`config.mk`:
```
export PLATFORM = sky130hd
export DESIGN_NAME = mul_seq_ctrl
export DESIGN_NICKNAME = d
export VERILOG_FILES = /design/src/rtl/mul_pkg.sv /design/src/rtl/mul_add_step.sv /design/src/rtl/mul_seq_ctrl.sv
export SDC_FILE = /design/constraint.sdc
export NUM_CORES = 1
export LEC_CHECK = 0
export BUFFER_PORTS_ARGS = -buffer_cell sky130_fd_sc_hd__buf_2
export CAP_MARGIN = 20
export CORE_AREA = 8 8 136 138
export CTS_CLUSTER_SIZE = 25
export DETAILED_ROUTE_END_ITERATION = 8
export DIE_AREA = 0 0 144 146
export PLACE_DENSITY = 0.8
export SYNTH_ARGS = -nofsm -noshare
export SYNTH_HDL_FRONTEND = slang
export SYNTH_SLANG_ARGS = --single-unit
```
`constraint.sdc`:
```
create_clock -name clk -period 4.8 [get_ports clk]
set_clock_uncertainty 0.15 [all_clocks]
set_input_delay 0.96 -clock clk [delete_from_list [all_inputs] [get_ports clk]]
set_output_delay 0.96 -clock clk [all_outputs]
set_load 0.02 [all_outputs]
```
`src/rtl/mul_pkg.sv`:
```
`default_nettype none
// ============================================================================
// Module      : mul_pkg
// Description : Shared definitions for the sequential shift-add multiplier:
//               FSM state encoding, default operand width and the helper
//               that sizes the iteration counter.
// Revision    : 1.0 - initial release
// ============================================================================
package mul_pkg;

    localparam int MUL_WIDTH = 32;

    typedef enum logic [1:0] {
        IDLE = 2'b00,
        RUN  = 2'b01,
        DONE = 2'b10
    } mul_state_t;

    // One extra bit so the counter can hold WIDTH itself without wrapping.
    function automatic int cnt_width(input int width);
        return $clog2(width) + 1;
    endfunction

endpackage
`default_nettype wire

```
`src/rtl/mul_add_step.sv`:
```
`default_nettype none
// ============================================================================
// Module      : mul_add_step
// Description : One radix-2 shift-add iteration. Conditionally adds the
//               multiplicand to the upper accumulator (gated by the current
//               multiplier LSB), then shifts {sum, acc_lo} right by one.
//               Purely combinational.
// Ports       : mcand      - multiplicand (WIDTH)
//               acc_hi     - upper accumulator (WIDTH+1)
//               acc_lo     - lower accumulator / remaining multiplier (WIDTH)
//               acc_hi_nxt - updated upper accumulator (WIDTH+1)
//               acc_lo_nxt - updated lower accumulator (WIDTH)
// Revision    : 1.0 - initial release
// ============================================================================
module mul_add_step #(
    parameter int WIDTH = 32
) (
    input  logic [WIDTH-1:0] mcand,
    input  logic [WIDTH:0]   acc_hi,
    input  logic [WIDTH-1:0] acc_lo,
    output logic [WIDTH:0]   acc_hi_nxt,
    output logic [WIDTH-1:0] acc_lo_nxt
);

    logic [WIDTH:0] w_addend;
    logic [WIDTH:0] w_sum;

    assign w_addend = acc_lo[0] ? {1'b0, mcand} : '0;
    // acc_hi never exceeds WIDTH bits after a shift, so WIDTH+1 bits hold the sum.
    assign w_sum    = acc_hi + w_addend;

    // {sum, acc_lo} >> 1 with a zero entering the MSB.
    assign acc_hi_nxt = {1'b0, w_sum[WIDTH:1]};
    assign acc_lo_nxt = {w_sum[0], acc_lo[WIDTH-1:1]};

endmodule
`default_nettype wire

```
`src/rtl/mul_seq_ctrl.sv`:
```
`default_nettype none
// ============================================================================
// Module      : mul_seq_ctrl
// Description : Multi-cycle WIDTHxWIDTH multiply controller. Sequences a
//               radix-2 shift-add datapath, one partial product per clock,
//               with valid/ready handshakes on operand and result sides.
//               Optional signed support is enabled by defining MUL_SIGNED_EN.
// Ports       : clk, rst            - clock, synchronous active-high reset
//               in_valid/in_ready   - operand handshake (ready only in IDLE)
//               a, b, op_signed     - operands and signed-mode request
//               out_valid/out_ready - result handshake (held until accepted)
//               product             - 2*WIDTH result, stable while valid
//               busy                - high in RUN or DONE
// Macros      : MUL_SIGNED_EN - honour op_signed (magnitude multiply + negate)
// Revision    : 1.0 - initial release
// ============================================================================
module mul_seq_ctrl
    import mul_pkg::*;
#(
    parameter int WIDTH = MUL_WIDTH,
    parameter int CNT_W = cnt_width(WIDTH)
) (
    input  logic                 clk,
    input  logic                 rst,
    input  logic                 in_valid,
    output logic                 in_ready,
    input  logic [WIDTH-1:0]     a,
    input  logic [WIDTH-1:0]     b,
    input  logic                 op_signed,
    output logic                 out_valid,
    input  logic                 out_ready,
    output logic [2*WIDTH-1:0]   product,
    output logic                 busy
);

    mul_state_t            r_state;
    mul_state_t            w_state_nxt;

    logic [WIDTH-1:0]      r_mcand;
    logic [WIDTH:0]        r_acc_hi;
    logic [WIDTH-1:0]      r_acc_lo;
    logic [CNT_W-1:0]      r_cnt;
    logic [2*WIDTH-1:0]    r_product;

    logic                  w_accept;
    logic                  w_last;
    logic [WIDTH:0]        w_hi_nxt;
    logic [WIDTH-1:0]      w_lo_nxt;
    logic [2*WIDTH-1:0]    w_mag_product;
    logic [2*WIDTH-1:0]    w_final_product;
    logic [WIDTH-1:0]      w_load_a;
    logic [WIDTH-1:0]      w_load_b;
    logic                  w_unused_hi_msb;

    assign w_accept = in_valid && (r_state == IDLE);
    assign w_last   = (r_state == RUN) && (r_cnt == CNT_W'(WIDTH - 1));

    mul_add_step #(
        .WIDTH      (WIDTH)
    ) u_step (
        .mcand      (r_mcand),
        .acc_hi     (r_acc_hi),
        .acc_lo     (r_acc_lo),
        .acc_hi_nxt (w_hi_nxt),
        .acc_lo_nxt (w_lo_nxt)
    );

    // The product is taken from the step output so the final iteration and
    // the result capture happen on the same edge.
    assign w_mag_product   = {w_hi_nxt[WIDTH-1:0], w_lo_nxt};
    // Always zero after the shift; not part of the product.
    assign w_unused_hi_msb = w_hi_nxt[WIDTH];

`ifdef MUL_SIGNED_EN
    logic                  r_neg;
    logic                  w_sign_a;
    logic                  w_sign_b;

    assign w_sign_a = op_signed && a[WIDTH-1];
    assign w_sign_b = op_signed && b[WIDTH-1];
    // -2^(WIDTH-1) negates to itself, which is the correct unsigned magnitude.
    assign w_load_a = w_sign_a ? (~a + WIDTH'(1)) : a;
    assign w_load_b = w_sign_b ? (~b + WIDTH'(1)) : b;
    assign w_final_product = r_neg ? (~w_mag_product + (2*WIDTH)'(1)) : w_mag_product;

    always_ff @(posedge clk) begin
        if (rst) begin
            r_neg <= 1'b0;
        end else if (w_accept) begin
            r_neg <= w_sign_a ^ w_sign_b;
        end
    end
`else
    logic                  w_unused_op_signed;

    assign w_unused_op_signed = op_signed;
    assign w_load_a           = a;
    assign w_load_b           = b;
    assign w_final_product    = w_mag_product;
`endif

    // ---------------- FSM: state register ----------------
    always_ff @(posedge clk) begin
        if (rst) begin
            r_state <= IDLE;
        end else begin
            r_state <= w_state_nxt;
        end
    end

    // ---------------- FSM: next-state logic ----------------
    always_comb begin
        w_state_nxt = r_state;
        case (r_state)
            IDLE:    if (in_valid)  w_state_nxt = RUN;
            RUN:     if (w_last)    w_state_nxt = DONE;
            DONE:    if (out_ready) w_state_nxt = IDLE;
            default:                w_state_nxt = IDLE;
        endcase
    end

    // ---------------- FSM: outputs ----------------
    always_comb begin
        in_ready  = 1'b0;
        out_valid = 1'b0;
        busy      = 1'b0;
        case (r_state)
            IDLE:    in_ready  = 1'b1;
            RUN:     busy      = 1'b1;
            DONE: begin
                out_valid = 1'b1;
                busy      = 1'b1;
            end
            default: in_ready  = 1'b0;
        endcase
    end

    // ---------------- Datapath registers ----------------
    always_ff @(posedge clk) begin
        if (rst) begin
            r_mcand   <= '0;
            r_acc_hi  <= '0;
            r_acc_lo  <= '0;
            r_cnt     <= '0;
            r_product <= '0;
        end else if (w_accept) begin
            r_mcand  <= w_load_a;
            r_acc_hi <= '0;
            r_acc_lo <= w_load_b;
            r_cnt    <= '0;
        end else if (r_state == RUN) begin
            r_acc_hi <= w_hi_nxt;
            r_acc_lo <= w_lo_nxt;
            r_cnt    <= r_cnt + CNT_W'(1);
            if (w_last) begin
                r_product <= w_final_product;
            end
        end
    end

    assign product = r_product;

endmodule
`default_nettype wire

```
==> out/metrics.yaml <==
setup_viol: 0
r2r_setup_slack_ns: 1.24
antenna_cells: 0
hold_path_class: "flip-flop to flip-flop"
grt_pass1_wl_mm: 32.3
power_density_nw_per_um2: 351
postCtsHoldBufs: 0
clockRootBuffer: "clkbuf_16"
route.met3.wl_mm: 1.25
drive_gt1_share_pct: 17.4
dr.pass1.iters: 5
status: "completed"
synth-xor-area-share_pct: 3.28
clockBufferDepth: 2
clock_latency_ns: 0.43
synth_seq_cells: 168
fill_cells: 1465
cp-endpoint: "product[58]"
fin_ws_ns: 1.24
dpl_cell_area_um2: 8800
routed.top_layer: "met4"
drv_cap: 0
grt_max_degree: 84
worst_pin_slew_ns: 0.970
vias: 6938
tns_ns: 0
start_kind: "flip-flop"
final_cell_mix: "201 x nand2_1, 168 x dfxtp_1, 133 x buf_2, 112 x a21oi_1, 77 x nor2_1"
arrival_ns: 3.79
wl_met1_mm: 8.92
vdd_drop_max_uv: 274
wl_met2_mm: 9.05
cts_resized: 0
avgViaCountPerCell: 5.37
rows: 47
synthArstFlopShare_pct: 0
report.final.hold_viol_count: 0
finalCritPeriodShare_pct: 74.3
synth_compound_area_share_pct: 17.0
die_area_um2: 21000
layout_commonest_cell: "nand2_1"
post_cts_buffers: 0
synth_enable_flop_cells: 0
finalPower_mw: 3.30
synthDistinctLibCells: 55
leakage_nw: 3.95
synthCells: 963
cts_sinks: 168
r2r_end: "product[58]"
synth_adder_area_share_pct: 5.87
boundaryPins: 136
synth_area_um2: 8020
dp_hpwl_mm: 13.4
yosys.area_share.simple_pct: 21.2
start_util_pct: 49.2
area_delta_synth_final_pct: 17.4
dieHeight_um: 146
fmax_mhz: 281
worstSetupPathType: "flip-flop to flip-flop"
grt_usage_pct: 18.7
cts_buffers: 17
crit_fanout: 18
report.final.slew_viol_count: 0
routed_wirelength_mm: 19.5
r2r-start: "r_acc_lo[0]"
cts_max_level: 4
grt_pass1_vias: 6713
core_um2: 16300
dpl_worst_slack_ns: 1.25
synth-seq-area-share_pct: 42.0
synth_nets: 1069
rsz0062_at_grt: "no"
ys_warn_count: 0
cp-end-kind: "flip-flop"
synth.area.mux_share_pct: 7.12
initialDrtViolationCount: 429
synth_area_per_cell_um2: 8.32
stdcell_area_um2: 9410
startpoint: "r_acc_lo[0]"
grt_overflow: 0
gp_congestion: 0.905
max_slew_margin_pct: 35.1
clk_pin_slew_ns: 0.07
drc: 0
grt_antenna_before_repair: 0
wl_per_cell_um: 15.1
synth_top_family_by_area: "simple AND/OR/NAND/NOR gates"
tritoncts: "yes"
finalNetCount: 1165
die_x_um: 144
finalCriticalPeriod_ns: 3.56
portBuffers: 134
worst-endpoint-required_ns: 5.03
synth-main-ff-cell: "dfxtp_1"
ant_nets: 0
reg2regPathDepth: 11
cell families after synthesis:
| kind of cell | Yosys count |
|---|---|
| AO/OA/AOI/OAI | 216 |
| XOR/XNOR | 30 |
| adder cells (fa/ha/maj) | 37 |
| buffers and inverters | 77 |
| flip-flops | 168 |
| multiplexers | 57 |
| AND/OR/NAND/NOR | 378 |
metrics by stage:
step | hold slack, ns | std cells | utilization, %
after floorplan | 0.282 | 963 | -
after global placement | 0.289 | 1260 | 54.1
after detailed placement | 0.292 | 1260 | 54.1
after CTS | 0.302 | 1292 | 57.8
after global routing | 0.319 | 1292 | 57.8
final | 0.300 | 1292 | 57.8
worst max-delay path: stages, from the launching register on:
cell and delay [ns]:
dfxtp_1 0.66, buf_4 0.31, and2_1 0.15, ha_1 0.27
and2_1 0.17, or2_2 0.29, a221oi_1 0.32, o21ai_0 0.20
a41oi_4 0.30, o21ai_0 0.25, nor4b_1 0.29, a211o_1 0.14
cell type report:
| type | count | area (um2) | area share [%] |
|---|---|---|---|
| clock inverter | 15 | 180 | 1.91 |
| tap | 220 | 275 | 2.93 |
| clock buffer | 17 | 425 | 4.52 |
| timing repair buffer | 142 | 733 | 7.79 |
| multi-input combinational | 718 | 4390 | 46.6 |
| inverter | 12 | 45.0 | 0.479 |
| sequential | 168 | 3360 | 35.7 |
routing by layer:
layer / vias up / GRT usage (%)
li1: 3516 / -
met1: 3256 / 24.0
met2: 141 / 29.2
met3: 25 / 5.68
met4: 0 / 5.79
met5: - / 0
power by group:
part | switching [mW] | leakage [nW] | internal (mW)
Combinational | 0.228 | 2.29 | 0.154
Clock | 0.628 | 0.289 | 0.790
Sequential | 0.0471 | 1.37 | 1.46
Total | 0.903 | 3.95 | 2.40
synthesized netlist by cell type, types with 2 or more instances:
library cell | n | share of area, %
a211o_1 | 3 | 0.33
a211oi_1 | 37 | 3.5
a21o_1 | 14 | 1.3
a21oi_1 | 112 | 7.0
a31oi_1 | 5 | 0.39
and2_1 | 35 | 2.7
and3_1 | 2 | 0.16
and4_1 | 2 | 0.22
buf_1 | 6 | 0.28
clkbuf_1 | 58 | 2.7
dfxtp_1 | 168 | 42
ha_1 | 36 | 5.6
inv_1 | 12 | 0.56
mux2i_1 | 57 | 7.1
nand2_1 | 202 | 9.5
nand2b_1 | 2 | 0.16
nand3_1 | 13 | 0.81
nand3b_1 | 12 | 1.1
nand4_1 | 8 | 0.62
nand4b_1 | 4 | 0.44
nor2_1 | 77 | 3.6
nor2b_1 | 2 | 0.16
nor3_1 | 5 | 0.31
nor3b_1 | 2 | 0.19
nor4b_1 | 2 | 0.22
o211ai_1 | 3 | 0.28
o21ai_0 | 15 | 0.94
o21bai_1 | 4 | 0.37
o31a_1 | 3 | 0.33
o31ai_1 | 4 | 0.37
or2_2 | 3 | 0.23
or3_1 | 2 | 0.16
or4_1 | 2 | 0.19
or4b_1 | 2 | 0.25
xnor2_1 | 19 | 2.1
xor2_1 | 11 | 1.2
registers in the layout (all words and copies together) (netlist names):
name / cells
r_acc_hi: 32
r_mcand: 32
product: 64
r_state: 2
r_cnt: 6
r_acc_lo: 32
worst min path at each step:
| stage | endpoint | startpoint | slack (ns) | cells after the start |
|---|---|---|---|---|
| 2_1_floorplan | r_mcand[0] | r_mcand[0] | 0.28 | 2 |
| 3_3_place_gp | r_mcand[29] | r_mcand[29] | 0.29 | 2 |
| 3_5_place_dp | r_mcand[0] | r_mcand[0] | 0.29 | 2 |
| 4_1_cts | r_mcand[0] | r_mcand[0] | 0.30 | 2 |
| 5_1_grt | product[36] | product[36] | 0.32 | 2 |
| 6_report | r_mcand[29] | r_mcand[29] | 0.30 | 2 |
(Power assumes the default switching activity.)
